## src/rtl/tx_if_pkg.sv

```systemverilog
// tx_if_pkg: shared header encodings, idle control word and small helpers for the TX interface stage.
package tx_if_pkg;
    localparam logic [1:0]  HDR_DATA       = 2'b01;
    localparam logic [1:0]  HDR_CTRL       = 2'b10;
    localparam logic [63:0] IDLE_CTRL_WORD = 64'h1E00_0000_0000_0000;

    function automatic logic [15:0] sat_inc16(input logic [15:0] v);
        return (v == 16'hFFFF) ? v : v + 16'd1;
    endfunction
endpackage

```

## src/rtl/tx_sync_fifo.sv

```systemverilog
// tx_sync_fifo: synchronous FIFO with wrapping pointers and a separate fill counter.
module tx_sync_fifo #(
    parameter int W     = 66,
    parameter int DEPTH = 8
) (
    input  logic                       clk,
    input  logic                       rst_n,
    input  logic                       push,
    input  logic                       pop,
    input  logic [W-1:0]               wdata,
    output logic [W-1:0]               rdata,
    output logic [$clog2(DEPTH):0]     level,
    output logic                       full,
    output logic                       empty
);
    localparam int AW = $clog2(DEPTH);
    localparam int LW = AW + 1;

    logic [W-1:0]  mem [DEPTH];
    logic [AW-1:0] wr_ptr, rd_ptr;

    assign rdata = mem[rd_ptr];
    assign full  = level == LW'(DEPTH);
    assign empty = level == '0;

    always_ff @(posedge clk)
        if (push) mem[wr_ptr] <= wdata;

    always_ff @(posedge clk or negedge rst_n) begin
        if (!rst_n) begin
            wr_ptr <= '0;
            rd_ptr <= '0;
            level  <= '0;
        end else begin
            if (push) wr_ptr <= wr_ptr + 1'b1;
            if (pop) rd_ptr <= rd_ptr + 1'b1;
            if (push && !pop) level <= level + 1'b1;
            else if (pop && !push) level <= level - 1'b1;
        end
    end
endmodule

```

## src/rtl/tx_interface_fifo.sv

```systemverilog
// tx_interface_fifo: buffers user header+data words and feeds the gearbox one word per cycle,
// substituting an idle control word when disabled or starved.
module tx_interface_fifo import tx_if_pkg::*; #(
    parameter int                DATA_W      = 64,
    parameter int                HDR_W       = 2,
    parameter int                DEPTH       = 8,
    parameter logic [DATA_W-1:0] IDLE_WORD   = IDLE_CTRL_WORD,
    parameter logic [HDR_W-1:0]  IDLE_HEADER = HDR_CTRL
) (
    input  logic                     USER_CLK,
    input  logic                     SYSTEM_RESET_N,
    input  logic [DATA_W-1:0]        DATA_IN,
    input  logic [HDR_W-1:0]         HEADER_IN,
    input  logic                     IN_VALID,
    output logic                     IN_READY,
    input  logic                     TX_ENABLE,
    input  logic                     TX_PAUSE,
    output logic [DATA_W-1:0]        DATA_OUT,
    output logic [HDR_W-1:0]         HEADER_OUT,
    output logic                     DATA_VALID_OUT,
    output logic [$clog2(DEPTH):0]   FILL_LEVEL,
    output logic [15:0]              UNDERRUN_COUNT
);
    logic                     full, empty, push, pop;
    logic [HDR_W+DATA_W-1:0]  head;

    assign IN_READY = !full;
    assign push     = IN_VALID && IN_READY;
    assign pop      = !TX_PAUSE && TX_ENABLE && !empty;

    tx_sync_fifo #(.W(HDR_W + DATA_W), .DEPTH(DEPTH)) u_fifo (
        .clk   (USER_CLK),
        .rst_n (SYSTEM_RESET_N),
        .push  (push),
        .pop   (pop),
        .wdata ({HEADER_IN, DATA_IN}),
        .rdata (head),
        .level (FILL_LEVEL),
        .full  (full),
        .empty (empty)
    );

    // Pause freezes the whole output stage, including the underrun counter.
    always_ff @(posedge USER_CLK or negedge SYSTEM_RESET_N) begin
        if (!SYSTEM_RESET_N) begin
            DATA_OUT       <= IDLE_WORD;
            HEADER_OUT     <= IDLE_HEADER;
            DATA_VALID_OUT <= 1'b0;
            UNDERRUN_COUNT <= '0;
        end else if (!TX_PAUSE) begin
            {HEADER_OUT, DATA_OUT} <= pop ? head : {IDLE_HEADER, IDLE_WORD};
            DATA_VALID_OUT         <= pop;
            if (TX_ENABLE && empty) UNDERRUN_COUNT <= sat_inc16(UNDERRUN_COUNT);
        end
    end
endmodule
```

## config.mk

```make
export PLATFORM = sky130hd
export DESIGN_NAME = tx_interface_fifo
export DESIGN_NICKNAME = d
export VERILOG_FILES = /design/src/rtl/tx_if_pkg.sv /design/src/rtl/tx_sync_fifo.sv /design/src/rtl/tx_interface_fifo.sv
export SDC_FILE = /design/constraint.sdc
export NUM_CORES = 1
export LEC_CHECK = 0
export CORE_AREA = 5 5 225 227
export DETAILED_ROUTE_END_ITERATION = 6
export DIE_AREA = 0 0 230 232
export GPL_TIMING_DRIVEN = 0
export PLACE_DENSITY = 0.71
export REMOVE_ABC_BUFFERS = 1
export SYNTH_ARGS = -nofsm -noshare
export SYNTH_HDL_FRONTEND = slang
export SYNTH_HIERARCHICAL = 1
export SYNTH_SLANG_ARGS = --single-unit
```

## constraint.sdc

```tcl
create_clock -name USER_CLK -period 7.41 [get_ports USER_CLK]
set_input_delay 0.741 -clock USER_CLK [delete_from_list [all_inputs] [get_ports USER_CLK]]
set_output_delay 0.741 -clock USER_CLK [all_outputs]
set_load 0.01 [all_outputs]
```

==> impl_metrics.json, run 1 <==
{
  "preCtsSetupSlack_ns": 3.20,
  "grt_pass1_wl_um": 73600,
  "die_y_um": 232,
  "start_util_pct": 49.1,
  "clock_latency_ns": 0.60,
  "fin_nets": 1345,
  "fp.dieW_um": 230,
  "worstMarginPinSlew_ns": 0.994,
  "worstPathRequired_ns": 7.89,
  "ys.flop_type": "edfxtp_1",
  "grt_setup_unrepaired": "no",
  "fin_ws_ns": 3.82,
  "skew_ns": 0.0106,
  "max_slew_margin_pct": 33.4,
  "row_count": 81,
  "ys_seq_elements": 621,
  "hp-class": "in -> async",
  "timing.rr.start": "u_fifo/level[0]$_DFFE_PN0P_",
  "maxSlewViolCount": 0,
  "clockBufferDepth": 3,
  "finish.instance_area_mm2": 0.0286,
  "avgViaCountPerCell": 5.76,
  "port_buffers": 158,
  "antenna_found_initial": 6,
  "drtIter0Drc": 820,
  "peakVddDrop_uv": 207,
  "drive_gt1_share_pct": 27.2,
  "ys_warn_count": 6,
  "p_leak_uw": 0.00980,
  "core_mm2": 0.0484,
  "syn_to_final_growth_pct": 20.3,
  "fmax_mhz": 279,
  "grt_usage_pct": 18.2,
  "yosysTopAreaCellShare_pct": 66.6,
  "grt_overflow": 0,
  "path_buf_inv": 6,
  "drc": 0,
  "wirelength_um": 47900,
  "vias": 11200,
  "cp_slowest_stage_delay_ns": 0.60,
  "cts_tree": "yes",
  "start_kind": "input port",
  "synth_commonest_cells": "edfxtp_1, mux4_2, dfrtp_1",
  "synth_area_leader_cell": "edfxtp_1",
  "yosys.cell_types.count": 46,
  "h-tree-depth": 2,
  "firstDrtPassIters": 5,
  "max_cap_violations": 0,
  "postCtsHoldBufs": 0,
  "critPathCaptureType": "flip-flop",
  "ys_async_sr_fraction_pct": 15.0,
  "cts_setup_buffers": 0,
  "ioPinCount": 159,
  "yosysSeqAreaShare_pct": 76.5,
  "yosysMostFrequentCell": "edfxtp_1",
  "setup_violations": 0,
  "numCtsBuffers": 60,
  "synth_edf_count": 528,
  "synthCells": 1059,
  "die_area_mm2": 0.0534,
  "rrSetupSlack_ns": 3.92,
  "place.gp.congestion": 0.771,
  "cp_slowest_cell": "or3b_2",
  "status": "completed",
  "p_per_area_mw_per_mm2": 384,
  "root_buffer": "clkbuf_16",
  "utilization_pct": 59.1,
  "netlist_area_mm2": 0.0238,
  "dp_hpwl_um": 27900,
  "critPathMaxFanout": 44,
  "cts_resized": 0,
  "rr_worst_depth": 11,
  "grt_pass1_vias": 11800,
  "path_delay_family": "buffers and inverters",
  "ant_nets": 0,
  "netlist_top_cells_area": "edfxtp_1, mux4_2, dfrtp_1, a22o_1, mux2_4",
  "grt_start_max_net_pins": 61,
  "hold_violations": 0,
  "dpl_cell_area_mm2": 0.0266,
  "r2r_end": "u_fifo/level[3]$_DFFE_PN0P_",
  "cp.arrival_ns": 4.07,
  "cts.sinks": 621,
  "wl_per_cell_um": 24.6,
  "clk_pin_slew_worst_paths_ns": 0.06,
  "post-route-min-period_ns": 3.59,
  "avgSynthCellArea_um2": 22.5,
  "critical_path.cell_chain": "buf_4 > buf_12 > or3b_2 > inv_4 > buf_16 > inv_1 > ha_1 > inv_1 > ha_1 > or4_1 > o211ai_1 > o211ai_1",
  "post-route-period-util_pct": 48.4,
  "critPathKind": "in -> reg"
}
[final cells by class]
cell class              instances  area, um^2
well taps                     622         778
flip-flops and latches        621       18200
fillers                      3429       19800
inverters                       9        36.3
diodes                          1        2.50
repair buffers                201        2350
clock inverters                41         409
multi-input cells             374        5250
clock buffers                  73        1590
[registers in the layout, summed over array words and instances, names as in the netlist]
name / flops
u_fifo/mem: 528
u_fifo/wr_ptr: 3
HEADER_OUT: 2
u_fifo/rd_ptr: 3
DATA_VALID_OUT: 1
UNDERRUN_COUNT: 16
u_fifo/level: 4
DATA_OUT: 64
[cells by family (layout without fill, tap and decap cells)]
group	count (synthesis)	in the layout	share of synthesized area, %
flops	621	621	76.5
simple gates	70	70	1.66
other cells	0	1	0
fa+ha+maj	7	7	0.400
compound gates	73	73	2.56
mux	203	203	16.4
buf+inv	64	324	1.73
xor+xnor	21	21	0.773
[routing by layer]
metal | GRT usage [%] | up-vias | wire length (um)
li1 | - | 4822 | -
met1 | 25.7 | 5978 | 20500
met2 | 29.8 | 306 | 23600
met3 | 4.19 | 63 | 3010
met4 | 3.74 | 10 | 717
met5 | 0 | - | 68
[through the flow]
step	TNS (ns)	hold WS (ns)	cells	total power [uW]
after detailed placement	0	0.465	1827	8070
after global routing	0	0.114	1941	11500
final	0	0.100	1942	11000
after floorplan	0	0.445	1004	7060
after CTS	0	0.0887	1941	11200
after global placement	-1073.36	0.466	1784	8380
[where the power goes]
| group | internal, uW | switching (uW) |
|---|---|---|
| Sequential | 4450 | 367 |
| Combinational | 1780 | 1340 |
| Clock | 1800 | 1250 |
[worst max path at each step]
stage | from | to | slack (ns) | depth (start not counted)
6_report | TX_PAUSE | u_fifo/level[3]$_DFFE_PN0P_ | 3.82 | 12
5_1_grt | TX_PAUSE | u_fifo/level[3]$_DFFE_PN0P_ | 3.71 | 12
4_1_cts | TX_PAUSE | u_fifo/level[3]$_DFFE_PN0P_ | 3.84 | 12
3_5_place_dp | TX_PAUSE | u_fifo/level[3]$_DFFE_PN0P_ | 3.20 | 12
3_3_place_gp | IN_VALID | u_fifo/mem[2][28]$_DFFE_PP_ | -4.71 | 4
2_1_floorplan | u_fifo/rd_ptr[0]$_DFFE_PN0P_ | DATA_OUT[0]$_DFFE_PN0N_ | 1.05 | 3
[worst reg2reg max path: cells and delay by family, from the launching register on]
family	cells	cell delay (ns)
flops	1	0.50
buf+inv	4	0.89
compound gates	2	0.21
simple gates	3	1.22
fa+ha+maj	2	0.56
[cells in the final DEF, fill, tap and decap left out, types with 3 or more instances in the layout]
master and count:
nor2_4 6, nand2_1 15, nand3_1 7, ha_1 6, buf_12 17, nand2b_1 3
clkinv_2 18, mux4_2 129, mux2_4 33, dfstp_2 5, buf_16 8, a21oi_1 7
buf_8 3, edfxtp_1 528, clkbuf_16 61, buf_6 15, dfrtp_4 3, nor3_1 7
nor2_1 8, xor2_1 16, clkbuf_1 10, bufinv_16 8, mux4_1 3, mux2_2 35
nand4_1 3, inv_1 8, a22o_1 61, clkinv_1 10, clkdlybuf4s50_1 156, xnor2_1 5
dfrtp_1 85
Power figures use the tool's default switching activity.
==> inputs of run 2 (changes only) <==
--- a/config.mk
+++ b/config.mk
@@ -9,7 +9,7 @@
 export DETAILED_ROUTE_END_ITERATION = 6
 export DIE_AREA = 0 0 230 232
 export GPL_TIMING_DRIVEN = 0
-export PLACE_DENSITY = 0.71
+export PLACE_DENSITY = 0.73
 export REMOVE_ABC_BUFFERS = 1
 export SYNTH_ARGS = -nofsm -noshare
 export SYNTH_HDL_FRONTEND = slang
==> constraint.sdc (replaced) <==
create_clock -name USER_CLK -period 3.15 [get_ports USER_CLK]
set_input_delay 0.315 -clock USER_CLK [delete_from_list [all_inputs] [get_ports USER_CLK]]
set_output_delay 0.315 -clock USER_CLK [all_outputs]
set_load 0.01 [all_outputs]
==> impl_metrics.json, run 2 (same netlist as run 1, synthesis figures left out) <==
{
  "hp-class": "in -> reg",
  "syn_to_final_growth_pct": 20.1,
  "critical_path.cell_chain": "nor4b_1 > nor2b_1 > nand2_1 > nor3_4 > buf_6 > buf_8 > buf_6",
  "max_cap_violations": 0,
  "critPathMostFrequentCell": "buf_6",
  "die_y_um": 232,
  "diodes": 0,
  "port_buffers": 158,
  "grt_pass1_wl_um": 73200,
  "most-common-layout-cells": "edfxtp_1, clkdlybuf4s50_1, mux4_2",
  "path_delay_family": "simple AND/OR/NAND/NOR gates",
  "rrSetupSlack_ns": 0.12,
  "max_slew_margin_pct": 37.1,
  "layout_commonest_cell": "edfxtp_1",
  "reg_top3": "u_fifo/mem x528, DATA_OUT x64, UNDERRUN_COUNT x16",
  "dp_cells": 1826,
  "place.gp.congestion": 0.782,
  "wl_per_cell_um": 24.5,
  "h-tree-depth": 2,
  "fill_cells": 3419,
  "antenna_found_initial": 3,
  "utilization_pct": 59.0,
  "switching_power_uw": 6920,
  "avgViaCountPerCell": 5.75,
  "ant_nets": 0,
  "firstDrtPassIters": 5,
  "grt_setup_unrepaired": "no",
  "critPathCaptureType": "flip-flop",
  "cts_setup_buffers": 0,
  "clk_pin_slew_worst_paths_ns": 0.06,
  "netSwitchingFraction_pct": 27.0,
  "status": "completed",
  "p_seq_share_pct": 44.6,
  "wirelength_um": 47500,
  "fmax_mhz": 330,
  "cp_slowest_cell": "nor3_4",
  "peakVddDrop_uv": 464,
  "grt_pass1_vias": 11900,
  "finalNonFillerCells": 1938,
  "numCtsBuffers": 59,
  "drtIter0Drc": 742,
  "clockBufferDepth": 3,
  "start_util_pct": 49.1,
  "drive_gt1_share_pct": 26.7,
  "worstMarginPinSlew_ns": 0.941,
  "cts.sinks": 621,
  "regMostFlops": "u_fifo/mem",
  "setup_violations": 0,
  "largest_reg_flops": 528,
  "hold_violations": 0,
  "power.clock.fraction_pct": 27.1,
  "vias": 11100,
  "worstPathRequired_ns": 3.47,
  "maxSlewViolCount": 0,
  "cts_tree": "yes",
  "drc": 0,
  "p_leak_uw": 0.00974,
  "cp_slowest_stage_delay_ns": 0.62,
  "ioPinCount": 159,
  "p_comb_share_pct": 28.3,
  "fp.dieW_um": 230,
  "post-route-min-period_ns": 3.03,
  "clock_latency_ns": 0.60,
  "critPathKind": "reg -> reg",
  "root_buffer": "clkbuf_16",
  "start_kind": "flip-flop",
  "fin_nets": 1344,
  "cp.arrival_ns": 3.35,
  "path_buf_inv": 3,
  "grt_overflow": 0,
  "row_count": 81,
  "core_mm2": 0.0484,
  "p_per_area_mw_per_mm2": 896,
  "die_area_mm2": 0.0534,
  "critPathMaxFanout": 9,
  "grt_start_max_net_pins": 58,
  "post-route-period-util_pct": 96.3,
  "dp_hpwl_um": 28300,
  "skew_ns": 0.0155,
  "intPower_uw": 18700,
  "grt_usage_pct": 18.0
}
-- run 2: timing repair --
| item | in CTS | in global routing |
|---|---|---|
| hold buffers | 1 | 0 |
| pin swaps | 0 | 0 |
| endpoints found under the hold margin | 36 | 0 |
| endpoints found under the setup margin | 15 | 1 |
| gates resized for setup | 3 | 5 |
-- run 2: power by group through the flow --
stage | registers, uW | clock network (uW) | logic (uW)
floorplan | 11900 | 0 | 3960
global placement | 12000 | 0 | 5170
detailed placement | 11600 | 0 | 7370
CTS | 11400 | 7120 | 7400
global route | 11600 | 7470 | 7770
finish | 11400 | 6930 | 7260
-- run 2: worst reg2reg max path: stages (launching register included) --
cell	delay [ns]
dfrtp_1	0.44
nor4b_1	0.19
nor2b_1	0.52
nand2_1	0.41
nor3_4	0.62
buf_6	0.26
buf_8	0.17
buf_6	0.15
-- run 2: final cells by class --
class                      instances  area, um^2  share of cell area [%]
clock buffer                      82        1640                    5.72
sequential                       621       18200                    63.7
timing repair buffer             201        2370                    8.29
multi-input combinational        374        5270                    18.4
inverter                           9        46.3                   0.162
clock inverter                    29         280                   0.981
tap                              622         778                    2.72
-- run 2: path summary, 6_finish.rpt --
check | startpoint | to | cells after the start
setup / recovery | u_fifo/level[3]$_DFFE_PN0P_ | u_fifo/mem[2][30]$_DFFE_PP_ | 7
hold / removal | TX_PAUSE | DATA_VALID_OUT$_DFFE_PN0N_ | 3
setup reg to reg | u_fifo/level[3]$_DFFE_PN0P_ | u_fifo/mem[2][30]$_DFFE_PP_ | 7
hold reg to reg | DATA_OUT[60]$_DFFE_PN1N_ | DATA_OUT[60]$_DFFE_PN1N_ | 2
max in group asynchronous | SYSTEM_RESET_N | DATA_OUT[58]$_DFFE_PN1N_ | 3
min in group asynchronous | SYSTEM_RESET_N | DATA_OUT[23]$_DFFE_PN0N_ | 2
-- run 2: metal layers --
metal / up-vias / wire (um) / global-route usage (%)
met3: 68 / 2990 / 3.96
met4: 6 / 905 / 4.58
met1: 5917 / 20600 / 25.9
met2: 311 / 23000 / 28.7
met5: - / 34 / 0
li1: 4834 / - / -
-- run 2: per-stage QoR --
step,cell area (um^2),total power [uW],hold slack (ns),TNS (ns),setup slack (ns)
2_1_floorplan,23400,15900,0.0194,-1098.76,-3.21
3_3_place_gp,25800,17200,0.468,-3641.77,-8.47
3_5_place_dp,26600,19000,0.303,-5.73,-0.215
4_1_cts,28600,26000,0.158,0,0.0641
5_1_grt,28600,26800,0.186,0,0.00839
6_report,28600,25600,0.195,0,0.116
==> inputs of run 3 (changes only) <==
--- a/config.mk
+++ b/config.mk
@@ -5,11 +5,14 @@
 export SDC_FILE = /design/constraint.sdc
 export NUM_CORES = 1
 export LEC_CHECK = 0
-export CORE_AREA = 5 5 225 227
+export CELL_PAD_IN_SITES_DETAIL_PLACEMENT = 1
+export CELL_PAD_IN_SITES_GLOBAL_PLACEMENT = 1
+export CORE_AREA = 5 5 264 266
 export DETAILED_ROUTE_END_ITERATION = 6
-export DIE_AREA = 0 0 230 232
+export DIE_AREA = 0 0 269 271
+export GPL_ROUTABILITY_DRIVEN = 0
 export GPL_TIMING_DRIVEN = 0
-export PLACE_DENSITY = 0.73
+export PLACE_DENSITY = 0.62
 export REMOVE_ABC_BUFFERS = 1
 export SYNTH_ARGS = -nofsm -noshare
 export SYNTH_HDL_FRONTEND = slang
==> impl_metrics.json, run 3 (same netlist as run 1, synthesis figures left out) <==
{
  "cp_slowest_cell": "nor2b_1",
  "dpl_cell_area_mm2": 0.0271,
  "critPathKind": "reg -> reg",
  "row_count": 95,
  "ant_nets": 0,
  "hold_violations": 0,
  "avgViaCountPerCell": 5.08,
  "syn_to_final_growth_pct": 24.7,
  "fin_nets": 1375,
  "max_slew_margin_pct": 47.1,
  "drtIter0Drc": 684,
  "dp_hpwl_um": 32800,
  "clockBufferDepth": 3,
  "numCtsBuffers": 67,
  "largest_reg_flops": 528,
  "cp.arrival_ns": 3.19,
  "clock_latency_ns": 0.59,
  "grt_usage_pct": 14.7,
  "regMostFlops": "u_fifo/mem",
  "grt_pass1_vias": 12400,
  "cp_slowest_stage_delay_ns": 0.53,
  "drive_gt1_share_pct": 28.9,
  "port_buffers": 158,
  "fp.dieW_um": 269,
  "clk_pin_slew_worst_paths_ns": 0.06,
  "setup_violations": 0,
  "post-route-period-util_pct": 92.3,
  "reg_top3": "u_fifo/mem x528, DATA_OUT x64, UNDERRUN_COUNT x16",
  "cts.sinks": 621,
  "post-route-min-period_ns": 2.91,
  "grt_pass1_wl_um": 81000,
  "timing.hold.ws_ns": 0.206,
  "antenna_found_initial": 7,
  "critPathMostFrequentCell": "buf_6",
  "h-tree-depth": 3,
  "maxSlewViolCount": 0,
  "worstPathRequired_ns": 3.43,
  "start_util_pct": 35.6,
  "wl_per_cell_um": 24.2,
  "die_y_um": 271,
  "die_area_mm2": 0.0729,
  "cts_tree": "yes",
  "finish.instance_area_mm2": 0.0297,
  "grt_start_max_net_pins": 70,
  "core_mm2": 0.0668,
  "critPathMaxFanout": 9,
  "critPathCaptureType": "flip-flop",
  "setup_tns_ns": 0,
  "peakVddDrop_uv": 613,
  "grt_overflow": 0,
  "root_buffer": "clkbuf_16",
  "most-common-layout-cells": "edfxtp_1, clkdlybuf4s50_1, mux4_2",
  "layout_commonest_cell": "edfxtp_1",
  "hp-class": "in -> async",
  "p_per_area_mw_per_mm2": 922,
  "firstDrtPassIters": 4,
  "worstMarginPinSlew_ns": 0.793,
  "status": "completed",
  "critical_path.cell_chain": "nor4b_1 > nor2b_1 > nand2b_1 > nor3_4 > buf_6 > buf_6 > buf_6",
  "p_leak_uw": 0.0101,
  "wirelength_um": 53900,
  "skew_ns": 0.0229,
  "ioPinCount": 159,
  "fill_cells": 6157,
  "vias": 11300,
  "max_cap_violations": 0,
  "grt_setup_unrepaired": "no",
  "fmax_mhz": 344,
  "drc": 0,
  "start_kind": "flip-flop"
}
==> run 3: changes by cell type in the layout (fill, tap and decap cells not counted), moves of 2 or more <==
cell / previous run / this run
clkinv_2: 9 / 6
clkbuf_16: 61 / 71
clkinvlp_4: 5 / 3
buf_16: 11 / 22
buf_6: 13 / 19
buf_8: 3 / 0
clkinv_1: 8 / 3
bufinv_16: 5 / 10
buf_12: 14 / 10
clkbuf_8: 3 / 8
diode_2: 0 / 3
buf_4: 3 / 16
==> run 3: repair_timing <==
| action | CTS | global route |
|---|---|---|
| hold buffers | 1 | 0 |
| pin swaps | 3 | 4 |
| setup endpoints to repair | 86 | 58 |
| gates resized for setup | 3 | 5 |
| endpoints found under the hold margin | 24 | 0 |
| buffers inserted | 3 | 13 |
==> run 3: power by group <==
group          switching [uW]  total, uW  internal [uW]
sequential                963      11400          10500
combinational            3270       7620           4350
clock                    3150       8280           5140
==> run 3: per-stage QoR <==
step	utilization (%)	worst slack [ns]	total power, uW	cells
finish	44.4	0.242	27300	2225
floorplan	-	-3.21	15900	1004
CTS	44.2	0.00182	27800	2209
detailed placement	40.6	-0.243	19300	2084
global placement	39.1	-9.25	17200	2035
global route	44.4	0.0271	28700	2222
==> run 3: metal layers <==
metal	GRT usage (%)	wire length, um	vias to the layer above
met5	0	47	-
met4	3.77	816	8
met3	3.36	2730	72
met2	23.2	25600	221
met1	20.8	24700	6103
li1	-	-	4893
==> run 3: final timing paths <==
check                                             from                           end  slack, ns  cells after the start
max reg2reg                u_fifo/level[3]$_DFFE_PN0P_   u_fifo/mem[0][62]$_DFFE_PP_       0.24                      7
max                        u_fifo/level[3]$_DFFE_PN0P_   u_fifo/mem[0][62]$_DFFE_PP_       0.24                      7
max in group asynchronous               SYSTEM_RESET_N  u_fifo/rd_ptr[0]$_DFFE_PN0P_       2.18                      3
min reg2reg                   DATA_OUT[60]$_DFFE_PN1N_      DATA_OUT[60]$_DFFE_PN1N_       0.47                      2
min in group USER_CLK                         TX_PAUSE    DATA_VALID_OUT$_DFFE_PN0N_       0.23                      3
min                                     SYSTEM_RESET_N      DATA_OUT[42]$_DFFE_PN0N_       0.21                      2
==> run 3: critical path: cells and delay by family, from the launching register on <==
kind	cells	cell delay, ns
buffers and inverters	3	0.59
DFF	1	0.45
and+or+nand+nor	4	1.54
==> run 3: final cells by class <==
| class | count | area [um^2] | area share, % |
|---|---|---|---|
| Sequential cell | 621 | 18200 | 61.4 |
| Timing Repair Buffer | 224 | 2710 | 9.14 |
| Antenna cell | 3 | 7.51 | 0.0253 |
| Tap cell | 873 | 1090 | 3.68 |
| Clock buffer | 97 | 1950 | 6.59 |
| Multi-Input combinational cell | 374 | 5270 | 17.8 |
| Clock inverter | 24 | 382 | 1.29 |
| Inverter | 9 | 41.3 | 0.139 |
